### src/rtl/alu_pkg.sv
// Shared ALU definitions: op encodings, flag bit positions and the multi-cycle FSM states.
package alu_pkg;
  localparam logic [2:0] OP_MUL = 3'b010;
  localparam logic [2:0] OP_DIV = 3'b011;
  localparam logic [2:0] OP_MOD = 3'b100;

  localparam int FLG_OVF   = 0;
  localparam int FLG_CARRY = 1;
  localparam int FLG_ZERO  = 2;
  localparam int FLG_SIGN  = 3;

  typedef enum logic [1:0] {
    IDLE = 2'd0,
    BUSY = 2'd1,
    DONE = 2'd2
  } state_t;

  function automatic logic op_legal(input logic [2:0] op);
    return (op == OP_MUL) || (op == OP_DIV) || (op == OP_MOD);
  endfunction
endpackage

### src/rtl/alu_muldiv_unit_if.sv
// Request/response handshake bundle between a requester and the multi-cycle mul/div unit.
interface alu_muldiv_unit_if #(
  parameter int WIDTH = 32
);
  logic             req_valid;
  logic             req_ready;
  logic [WIDTH-1:0] a;
  logic [WIDTH-1:0] b;
  logic [2:0]       ALUControl;
  logic             rsp_valid;
  logic             rsp_ready;
  logic [WIDTH-1:0] resultado;
  logic [3:0]       flagsResult;

  modport master (
    output req_valid, a, b, ALUControl, rsp_ready,
    input  req_ready, rsp_valid, resultado, flagsResult
  );

  modport slave (
    input  req_valid, a, b, ALUControl, rsp_ready,
    output req_ready, rsp_valid, resultado, flagsResult
  );
endinterface

### src/rtl/muldiv_step.sv
// One iteration of LSB-first shift-add multiply or restoring shift-subtract divide.
module muldiv_step #(
  parameter int WIDTH = 32
) (
  input  logic             is_mul,
  input  logic [WIDTH-1:0] hi,
  input  logic [WIDTH-1:0] lo,
  input  logic [WIDTH-1:0] divisor,
  output logic [WIDTH-1:0] next_hi,
  output logic [WIDTH-1:0] next_lo
);
  logic [WIDTH:0]   sum;
  logic [WIDTH:0]   shifted;
  logic [WIDTH-1:0] diff;
  logic             ge;

  always_comb begin
    sum     = {1'b0, hi} + (lo[0] ? {1'b0, divisor} : '0);
    shifted = {hi, lo[WIDTH-1]};
    // Explicit compare keeps divide-by-zero yielding all-ones quotient and remainder = dividend.
    ge      = shifted >= {1'b0, divisor};
    diff    = shifted[WIDTH-1:0] - divisor;
    if (is_mul) begin
      next_hi = sum[WIDTH:1];
      next_lo = {sum[0], lo[WIDTH-1:1]};
    end else if (ge) begin
      next_hi = diff;
      next_lo = {lo[WIDTH-2:0], 1'b1};
    end else begin
      next_hi = shifted[WIDTH-1:0];
      next_lo = {lo[WIDTH-2:0], 1'b0};
    end
  end
endmodule

### src/rtl/alu_muldiv_unit.sv
// Multi-cycle MUL/DIV/MOD unit: WIDTH iterations plus one finalize cycle, valid/ready handshake.
module alu_muldiv_unit
  import alu_pkg::*;
#(
  parameter int WIDTH = 32
) (
  input logic               clk,
  input logic               rst,
  alu_muldiv_unit_if.slave  bus
);
  localparam int CNT_W = $clog2(WIDTH + 1);
  localparam logic [CNT_W-1:0] LAST = CNT_W'(WIDTH);

  state_t           state_q, state_d;
  logic [CNT_W-1:0] cnt_q;
  logic [2:0]       op_q;
  logic [WIDTH-1:0] b_q, hi_q, lo_q, next_hi, next_lo;
  logic [WIDTH-1:0] res_q, res_fin;
  logic [3:0]       flags_q, flags_fin;
  logic             accept, finish, iterate;

  assign bus.req_ready   = (state_q == IDLE) && !rst;
  assign bus.rsp_valid   = (state_q == DONE);
  assign bus.resultado   = res_q;
  assign bus.flagsResult = flags_q;

  assign accept  = bus.req_valid && bus.req_ready;
  assign finish  = (state_q == BUSY) && (cnt_q == LAST);
  assign iterate = (state_q == BUSY) && (cnt_q != LAST);

  muldiv_step #(.WIDTH(WIDTH)) u_step (
    .is_mul  (op_q == OP_MUL),
    .hi      (hi_q),
    .lo      (lo_q),
    .divisor (b_q),
    .next_hi (next_hi),
    .next_lo (next_lo)
  );

  always_comb begin
    state_d = state_q;
    case (state_q)
      IDLE:    if (accept) state_d = op_legal(bus.ALUControl) ? BUSY : DONE;
      BUSY:    if (cnt_q == LAST) state_d = DONE;
      DONE:    if (bus.rsp_ready) state_d = IDLE;
      default: state_d = IDLE;
    endcase
  end

  always_comb begin
    flags_fin = '0;
    res_fin   = (op_q == OP_MOD) ? hi_q : lo_q;
    if (op_q == OP_MUL) begin
      flags_fin[FLG_OVF]   = |hi_q;
      flags_fin[FLG_CARRY] = |hi_q;
    end else begin
      flags_fin[FLG_OVF]   = (b_q == '0);
    end
    flags_fin[FLG_ZERO] = (res_fin == '0);
    flags_fin[FLG_SIGN] = res_fin[WIDTH-1];
  end

  always_ff @(posedge clk or posedge rst) begin
    if (rst) begin
      state_q <= IDLE;
      cnt_q   <= '0;
      res_q   <= '0;
      flags_q <= '0;
    end else begin
      state_q <= state_d;
      if (accept) cnt_q <= '0;
      else if (iterate) cnt_q <= cnt_q + CNT_W'(1);
      // Results change only when a response is produced, so they stay put in IDLE and BUSY.
      if (accept && !op_legal(bus.ALUControl)) begin
        res_q              <= '0;
        flags_q            <= '0;
        flags_q[FLG_OVF]   <= 1'b1;
        flags_q[FLG_ZERO]  <= 1'b1;
      end else if (finish) begin
        res_q   <= res_fin;
        flags_q <= flags_fin;
      end
    end
  end

  // Operand/accumulator datapath carries no reset; it is always reloaded at acceptance.
  always_ff @(posedge clk) begin
    if (accept) begin
      op_q <= bus.ALUControl;
      b_q  <= bus.b;
      hi_q <= '0;
      lo_q <= bus.a;
    end else if (iterate) begin
      hi_q <= next_hi;
      lo_q <= next_lo;
    end
  end
endmodule

### src/flat_wrapper.sv
// flat-port wrapper written by rule: the top's interface ports become plain ports
module alu_muldiv_unit_flat import alu_pkg::*;
#(
  parameter int WIDTH = 32
)
  (clk, rst, bus_req_valid, bus_a, bus_b, bus_ALUControl, bus_rsp_ready, bus_req_ready, bus_rsp_valid, bus_resultado, bus_flagsResult);
  alu_muldiv_unit_if #(.WIDTH(WIDTH)) bus_i ();
  input logic clk;
  input logic rst;
  input wire logic [$bits(bus_i.req_valid)-1:0] bus_req_valid;
  input wire logic [$bits(bus_i.a)-1:0] bus_a;
  input wire logic [$bits(bus_i.b)-1:0] bus_b;
  input wire logic [$bits(bus_i.ALUControl)-1:0] bus_ALUControl;
  input wire logic [$bits(bus_i.rsp_ready)-1:0] bus_rsp_ready;
  output wire logic [$bits(bus_i.req_ready)-1:0] bus_req_ready;
  output wire logic [$bits(bus_i.rsp_valid)-1:0] bus_rsp_valid;
  output wire logic [$bits(bus_i.resultado)-1:0] bus_resultado;
  output wire logic [$bits(bus_i.flagsResult)-1:0] bus_flagsResult;
  assign bus_i.req_valid = bus_req_valid;
  assign bus_i.a = bus_a;
  assign bus_i.b = bus_b;
  assign bus_i.ALUControl = bus_ALUControl;
  assign bus_i.rsp_ready = bus_rsp_ready;
  assign bus_req_ready = bus_i.req_ready;
  assign bus_rsp_valid = bus_i.rsp_valid;
  assign bus_resultado = bus_i.resultado;
  assign bus_flagsResult = bus_i.flagsResult;
  alu_muldiv_unit #(.WIDTH(WIDTH)) u_core (.clk(clk), .rst(rst), .bus(bus_i));
endmodule
### config.mk
export PLATFORM = sky130hd
export DESIGN_NAME = alu_muldiv_unit_flat
export DESIGN_NICKNAME = d
export VERILOG_FILES = /design/src/rtl/alu_pkg.sv /design/src/rtl/alu_muldiv_unit_if.sv /design/src/rtl/muldiv_step.sv /design/src/rtl/alu_muldiv_unit.sv /design/src/flat_wrapper.sv
export SDC_FILE = /design/constraint.sdc
export NUM_CORES = 1
export LEC_CHECK = 0
export CORE_MARGIN = 5
export CORE_UTILIZATION = 36
export DETAILED_ROUTE_END_ITERATION = 7
export PLACE_DENSITY = 0.66
export SYNTH_ARGS = -nofsm -noshare
export SYNTH_HDL_FRONTEND = slang
export SYNTH_SLANG_ARGS = --single-unit
### constraint.sdc
create_clock -name clk -period 7.27 [get_ports clk]
set_input_delay 1.454 -clock clk [delete_from_list [all_inputs] [get_ports clk]]
set_output_delay 1.454 -clock clk [all_outputs]
set_load 0.02 [all_outputs]
=== Word level (Yosys, flattened, before mapping) ===
Index checks and enable logic that the tools add are counted.

* Register bits after elaboration: 143
* Latch bits: 0
* Memory bits (writable): 0
* ROM bits: 0
* Bits of input ports: 71
* Word-level logic and storage cells: 61
* Memories: 0

* $add $sub $neg: 3
* Multipliers: 0
* Divide/modulo/power cells: 0
* $lt $le $gt $ge: 1
* Equality and inequality tests: 12
* Shift-type cells: 0
* Mux-type cells: 21
* Bitwise operators: 0
* Reductions and logical operators: 16

{| class="wikitable"
|+ Operators by type and width
! operator !! number
|-
| 2-to-1 mux 32 bit || 9
|-
| zero test 32 bit || 2
|-
| adder 32 x 33 -> 33 bit || 1
|-
| greater-or-equal comparator 33 x 32 -> 1 bit || 1
|-
| OR reduction 32 bit || 1
|-
| subtractor 32 bit || 1
|-
| 2-to-1 mux 6 bit || 2
|-
| equality test 3 x 2 -> 1 bit (second input constant) || 3
|-
| 2-to-1 mux 2 bit || 4
|-
| 2-to-1 mux 4 bit || 2
|-
| adder 6 x 1 -> 6 bit (second input constant) || 1
|-
| equality test 3 bit (second input constant) || 2
|-
| equality test 6 bit (second input constant) || 1
|-
| != test 6 bit (second input constant) || 1
|-
| case mux 2 bit (3 select lines) || 1
|-
| logical AND 1 bit || 5
|-
| != test 2 bit (second input constant) || 2
|-
| nonzero test 2 bit || 2
|-
| 2-to-1 mux 1 bit || 3
|-
| AND reduction 3 bit || 1
|-
| equality test 2 x 1 -> 1 bit (second input constant) || 1
|-
| equality test 2 bit (second input constant) || 1
|-
| zero test 1 bit || 2
|-
| zero test 2 bit || 1
|-
| other kinds (2) || 3
|}

=== Logic depth before layout (Yosys ltp) ===
Gate-level depths: netlist of run 1.

* Word-level depth: 6
* Mapped depth: 14
* Depth with buffers taken out: 12

=== Modules after synthesis ===
Synthesis of run 1 repeated with hierarchy kept, for this count alone.

* Cell total of the unflattened synthesis: 1214
* Area, all modules: 10522.6 sq um

{| class="wikitable"
|+ Modules (own cells, without submodules)
! module !! instances !! cells an instance !! area each (sq um) !! sequential area each (sq um)
|-
| alu_muldiv_unit || 1 || 524 || 5806.8 || 3728.6
|-
| muldiv_step || 1 || 690 || 4715.8 || 0.0
|}

=== Worst setup path after synthesis of run 1 ===
No wires, ideal clock.

* Path type: input-to-reg
* From: input rst
* To: register u_core.b_q[0], enable pin
* Data arrival time: 3.453 ns
* Setup slack: 3.403 ns
* Stages: 4
* Buffers on the path: 1
* Path through: nor3_1 nand2_1 inv_1 clkbuf_1

* Longest elaborated chain between the ends: 3

{| class="wikitable"
|+ RTL lines
! what !! RTL line !! RTL
|-
| start, declared || flat_wrapper.sv:9 || <nowiki>input logic rst;</nowiki>
|-
| zero test 1 bit || alu_muldiv_unit.sv:22 || <nowiki>assign bus.req_ready = (state_q == IDLE) && !rst;</nowiki>
|-
| logical AND 1 bit || alu_muldiv_unit.sv:22 ||
|-
| logical AND 1 bit || alu_muldiv_unit.sv:27 || <nowiki>assign accept = bus.req_valid && bus.req_ready;</nowiki>
|-
| named net u_core.accept || alu_muldiv_unit.sv:20 || <nowiki>logic accept, finish, iterate;</nowiki>
|-
| end signal, assigned || alu_muldiv_unit.sv:90 || <nowiki>b_q <= bus.b;</nowiki>
|-
| end, declared || alu_muldiv_unit.sv:17 || <nowiki>logic [WIDTH-1:0] b_q, hi_q, lo_q, next_hi, next_lo;</nowiki>
|}

The timed path passes the listed nets, and every way through them passes these cells.
A chain may end at the register's enable or synchronous reset.

=== Worst setup path after layout of run 1 ===
* From: input rst
* To: output bus_req_ready

* Longest elaborated chain between the ends: 2

{| class="wikitable"
|+ RTL lines
! what !! RTL line !! RTL
|-
| zero test 1 bit || alu_muldiv_unit.sv:22 ||
|-
| logical AND 1 bit || alu_muldiv_unit.sv:22 ||
|-
| end, declared || flat_wrapper.sv:15 || <nowiki>output wire logic [$bits(bus_i.req_ready)-1:0] bus_req_ready;</nowiki>
|}

Every way passes these cells.

==> impl_metrics.yaml, run 1 <==
outcome:
  run_status: "finished clean"
worst_setup_path:
  crit_chain: "clkdlybuf4s50_1, nor3_1, clkdlybuf4s50_1"
  end_kind: "primary output"
  critPathTopFamily: "buffers and inverters"
  crit_start: "rst"
  critPathBufInv: 2
  required_ns: 5.82
  crit_top_cell: "clkdlybuf4s50_1"
  cp_slowest_stage_delay_ns: 0.67
  cpMaxStageDelayCell: "clkdlybuf4s50_1"
  critPathLaunchType: "input pin"
  crit_type: "in2out"
  reg2reg_from: "u_core.lo_q[0]"
  critical_path_arrival_ns: 2.81
  cp_max_fo: 2
floorplan:
  start_util_pct: 36.57
  rows: 61
  die_x_um: 178.4
  die_area_mm2: 0.03184
  die_y_um: 178.4
  ioPinCount: 109
  core_region_area_mm2: 0.02793
cells_and_area:
  insertedDiodeCount: 0
  syn2layout_area_growth_pct: 19.73
  final_common_cell: "nand2_1"
  instances_no_fill: 1653
  final_cell_mix: "nand2_1 (151), clkdlybuf4s50_1 (108), nor2_1 (99), o21ai_0 (89), a21oi_1 (69)"
  fin_nets: 1401
  drive_above_1_share_pct: 6.196
yosys:
  yosysSeqAreaShare_pct: 36.50
  synth_simple_gate_area_share_pct: 19.07
  synth_top_family_by_area: "compound AO/OA/AOI/OAI gates"
  yosysTopAreaCellShare_pct: 19.70
  muxShareOfSynthArea_pct: 4.985
  synth_edf_count: 67
  avgSynthCellArea_um2: 8.642
  synthDistinctLibCells: 72
  synthAdderAreaFrac_pct: 8.476
  syn_inst: 1182
  synth_compound_area_share_pct: 21.94
  synth_area_mm2: 0.01021
  synthArstFlopShare_pct: 30.28
  synthFlopType: "edfxtp_1"
  yosys.area_share.xor_xnor_pct: 4.716
  synth_top_area_cell: "edfxtp_1"
  ys_top_cells_by_area: "edfxtp_1 (20%), dfrtp_1 (11%), ha_1 (8.1%)"
  synth_seq_cells: 142
  syn_nets: 1321
  ys_warn_count: 0
cts:
  cts_htree_levels: 4
  cts_sinks: 142
  cts_buffer_depth: 2
  cts_hold_buf: 0
  cts_tree: "built"
  clock_latency_ns: 0.43
  cts_setup_buffers: 0
  clkTransAtPathRegs_ns: 0.06
  cts_root_buf: "clkbuf_16"
  cts_resized: 0
  numCtsBuffers: 17
sta:
  slew_headroom_pct: 31.50
  setup_tns_ns: 0
  drv_slew: 0
  fmax_mhz: 234.6
  rsz0062_at_grt: "no"
  post-route-period-util_pct: 58.62
  min_period_ns: 4.262
  skew_ns: 0.009691
  worst_pin_slew_ns: 1.024
  final_hold_viol_count: 0
  finalSetupViolations: 0
placement:
  place_hpwl_mm: 23.33
  port_buffers: 108
  gp_congestion: 0.9357
  placed_cells: 1621
flow_run:
  drv_cap: 0
routing:
  wl_per_cell_um: 19.11
  viasPerCell: 5.638
  final_antenna_net_count: 0
  dr.pass1.iters: 5
  drc: 0
  drt_wl_total_mm: 31.59
  num_vias: 9319
  drt_iter0_markers: 827
power:
  vdd_drop_max_mv: 0.1957
  powerDensity_mw_per_mm2: 395.8
  leakage_nw: 4.987
global_route:
  met3_usage_pct: 2.967
  met2_usage_pct: 30.53
  antenna_found_initial: 0
  track_usage_pct: 19.64
  grt_max_degree: 86
  grt_first_pass_wirelength_mm: 49.49
  grt.busiest_layer: "met2"
  grt_pass1_vias: 8943
  overflow: 0
  gr-usage-met1_pct: 28.29
min_path:
  worstHoldStart: "u_core.bus.resultado[15]"
  min_path_type: "reg2reg"
-- layer usage --
metal | share of wire [%] | vias to the layer above
li1 | - | 4478
met1 | 46 | 4424
met2 | 44 | 381
met3 | 7.9 | 36
met4 | 1.8 | 0
met5 | 0 | -
-- worst reg2reg max path: cells and delay by family, from the launching register on --
family | cells | cell delay [ns]
AO/OA/AOI/OAI | 7 | 2.08
AND/OR/NAND/NOR | 2 | 0.30
adder cells (fa/ha/maj) | 2 | 0.66
buffers and inverters | 1 | 0.25
XOR/XNOR | 1 | 0.16
flip-flops | 1 | 0.37
-- where the power goes --
group / switching, mW / total (mW) / internal (mW)
Sequential: 0.332 / 1.45 / 1.11
Combinational: 1.47 / 2.47 / 1.00
Clock: 0.405 / 0.924 / 0.519
Total: 2.21 / 4.84 / 2.63
-- cell type report --
class                           count  area (um^2)
Fill cell                        2757        15700
Multi-Input combinational cell    928         6062
Sequential cell                   142         3729
Timing Repair Buffer              119         1164
Tap cell                          378        473.0
Clock buffer                       17        425.4
Inverter                           54        202.7
Clock inverter                     15        175.2
-- cell usage after synthesis (32+ instances only) --
master and instances:
nand2_1 152, and2_1 39, a31oi_1 42, nor2_1 99
dfxtp_1 32, dfrtp_1 43, clkbuf_1 47, inv_1 54
a21oi_1 70, edfxtp_1 67, ha_1 66, mux2i_1 43
o21ai_0 89, a21o_1 32, xnor2_1 34
-- logic make-up after synthesis --
logic type,count (synthesis)
DFF,142
xor gates and xnor gates,55
and+or+nand+nor,413
AOI/OAI and AO/OA,342
adders and majority gates,68
buffers and inverters,112
muxes,50
-- through the flow --
step                      setup WS, ns  instance area (um^2)  utilization [%]  power (mW)  hold slack [ns]
final                            3.008                 12230            43.78       4.841           0.4789
after global routing             2.944                 12230            43.78       5.156           0.4977
after CTS                        2.984                 12230            43.78       4.814           0.4860
after detailed placement         2.984                 11630            41.63       3.880           0.4717
after global placement           3.003                 11630            41.63       3.841           0.4621
after floorplan                  3.403                 10210                -       3.186           0.4829
-- state kept, by name, indices dropped and copies added, names as in the netlist --
signal	flops
u_core.bus.resultado	31
u_core.state_q	2
u_core.lo_q	32
u_core.op_q	3
u_core.cnt_q	6
u_core.bus.flagsResult	4
u_core.hi_q	32
u_core.b_q	32
-- path summary, 6_finish.rpt --
path / endpoint / slack, ns / depth (start not counted)
worst min-delay path: u_core.bus.resultado[15] / 0.48 / 2
min in group asynchronous: u_core.cnt_q[2] / 1.59 / 2
worst max-delay path: bus_req_ready / 3.01 / 3
worst min register to register: u_core.bus.resultado[15] / 0.48 / 2
worst max register to register: u_core.hi_q[23] / 3.41 / 13
max in group asynchronous: u_core.bus.flagsResult[1] / 5.08 / 2
(Power assumes the default switching activity.)
==> inputs of run 2 (changes only) <==
- PLACE_DENSITY: 0.66 -> 0.68
- clock period: 7.27 -> 3.5 ns (I/O delays scaled with it)
==> impl_metrics.yaml, run 2 (synthesized netlist as in run 1, its figures left out) <==
sta:
  final_hold_viol_count: 0
  post-route-period-util_pct: 95.99
  fmax_mhz: 297.6
  setup_tns_ns: 0
  holdWs_ns: 0.4789
  drv_slew: 0
  rsz0062_at_grt: "no"
  skew_ns: 0.01189
  worst_pin_slew_ns: 1.104
  finalSetupViolations: 0
  slew_headroom_pct: 26.14
  fin_ws_ns: 0.1402
  min_period_ns: 3.360
cts:
  cts_sinks: 142
  cts_buffer_depth: 2
  cts_htree_levels: 4
  cts_root_buf: "clkbuf_16"
  clkTransAtPathRegs_ns: 0.07
  cts_tree: "built"
  clock_latency_ns: 0.43
  numCtsBuffers: 17
min_path:
  whs_path_depth: 2
  worstHoldStart: "u_core.bus.resultado[9]"
  min_path_type: "reg2reg"
cells_and_area:
  drive_above_1_share_pct: 11.30
  final_common_cell: "nand2_1"
  insertedDiodeCount: 0
  top_regs: "u_core.b_q (32), u_core.hi_q (32), u_core.lo_q (32)"
  n_fill_cell: 2702
  syn2layout_area_growth_pct: 24.83
  fin_nets: 1471
  final_util_pct: 45.65
  final_cell_mix: "nand2_1 (151), clkdlybuf4s50_1 (108), nor2_1 (99), o21ai_0 (88), buf_4 (79)"
  fin_area_mm2: 0.01275
global_route:
  grt.busiest_layer: "met2"
  met2_usage_pct: 31.48
  track_usage_pct: 21.12
  gr-usage-met1_pct: 30.20
  antenna_found_initial: 0
  grt_first_pass_wirelength_mm: 52.94
  grt_pass1_vias: 9501
  grt_max_degree: 86
  met3_usage_pct: 4.599
  overflow: 0
placement:
  port_buffers: 108
  gp_congestion: 0.9365
  place_ws_ns: 0.01310
  postPlaceCellArea_mm2: 0.01217
  place_hpwl_mm: 25.52
worst_setup_path:
  r2r_slack_ns: 0.14
  cpMaxStageDelayCell: "edfxtp_1"
  required_ns: 3.80
  cp_slowest_stage_delay_ns: 0.42
  crit_top_cell: "buf_4"
  critPathLaunchType: "flop"
  critical_path_arrival_ns: 3.66
  crit_chain: "buf_4, and2_1, ha_1, o211ai_1, o21ai_1, o2111ai_1, a21boi_2, a211oi_1, buf_4, o41ai_1, xor2_1, a22oi_1, o21ai_0"
  cp_max_fo: 10
  end_kind: "flop"
  worstRegToRegCells: 13
  crit_start: "u_core.lo_q[0]"
  crit_type: "reg2reg"
  cp-endpoint: "u_core.hi_q[28]"
  r2r-end: "u_core.hi_q[28]"
  reg2reg_from: "u_core.lo_q[0]"
routing:
  dr.pass1.iters: 5
  drc: 0
  viasPerCell: 5.630
  num_vias: 9700
  final_antenna_net_count: 0
  drt_iter0_markers: 1003
  wl_per_cell_um: 19.49
  drt_wl_total_mm: 33.58
power:
  leakage_nw: 5.323
  powerDensity_mw_per_mm2: 824.8
  vdd_drop_max_mv: 0.4412
floorplan:
  die_area_mm2: 0.03184
  die_x_um: 178.4
  rows: 61
  ioPinCount: 109
  die_y_um: 178.4
  core_region_area_mm2: 0.02793
  start_util_pct: 36.57
flow_run:
  drv_cap: 0
outcome:
  run_status: "finished clean"
==> run 2: changes by cell type in the layout (fill, tap and decap cells not counted), moves of 2 or more <==
cell       change
buf_4         +68
bufinv_16      -2
a211oi_2       +3
a211oi_1       -3
buf_12         +2
==> run 2: cell type report <==
type	count	area [um^2]	area share (%)
inverter	54	202.7	1.590
multi-input combinational	928	6083	47.71
clock buffer	17	425.4	3.336
sequential	142	3729	29.24
timing repair buffer	189	1714	13.44
tap	378	473.0	3.709
clock inverter	15	123.9	0.9714
==> run 2: report_power, final <==
part	switching, mW	internal [mW]	total [mW]
logic	3.49	2.50	5.98
clock network	0.841	0.929	1.77
registers	0.449	2.31	2.76
==> run 2: metal layers <==
metal | routed length [um] | up-vias | part of all wire (%)
met5 | 0 | - | 0
met1 | 15340 | 4607 | 46
met4 | 1004 | 0 | 3.0
li1 | - | 4622 | -
met2 | 14260 | 412 | 42
met3 | 2979 | 59 | 8.9
==> run 2: per-stage QoR <==
step	instances	power, mW
2_1_floorplan	1182	6.617
3_3_place_gp	1690	8.581
3_5_place_dp	1690	8.597
4_1_cts	1722	10.40
5_1_grt	1723	11.20
6_report	1723	10.52
==> run 2: how the worst min path moves through the flow <==
stage | to | slack, ns
floorplan | u_core.state_q[0] | 0.48
global placement | u_core.bus.resultado[14] | 0.46
detailed placement | u_core.bus.resultado[9] | 0.47
CTS | u_core.bus.resultado[9] | 0.49
global route | u_core.bus.resultado[26] | 0.51
finish | u_core.bus.resultado[9] | 0.48
==> run 2: worst max-delay path: cells and delay by family, from the launching register on <==
family	cells	cell delay, ns
adder cells (fa/ha/maj)	1	0.38
XOR/XNOR	1	0.12
AND/OR/NAND/NOR	1	0.17
flip-flops	1	0.42
buffers and inverters	2	0.37
AO/OA/AOI/OAI	8	1.78
==> run 2: what timing repair did <==
item | CTS | global route
endpoints found under the hold margin | 0 | 0
setup endpoints to repair | 1 | 8
resized for setup | 1 | 5
pin swaps | 0 | 3
buffers inserted | 0 | 1
hold buffers | 0 | 0
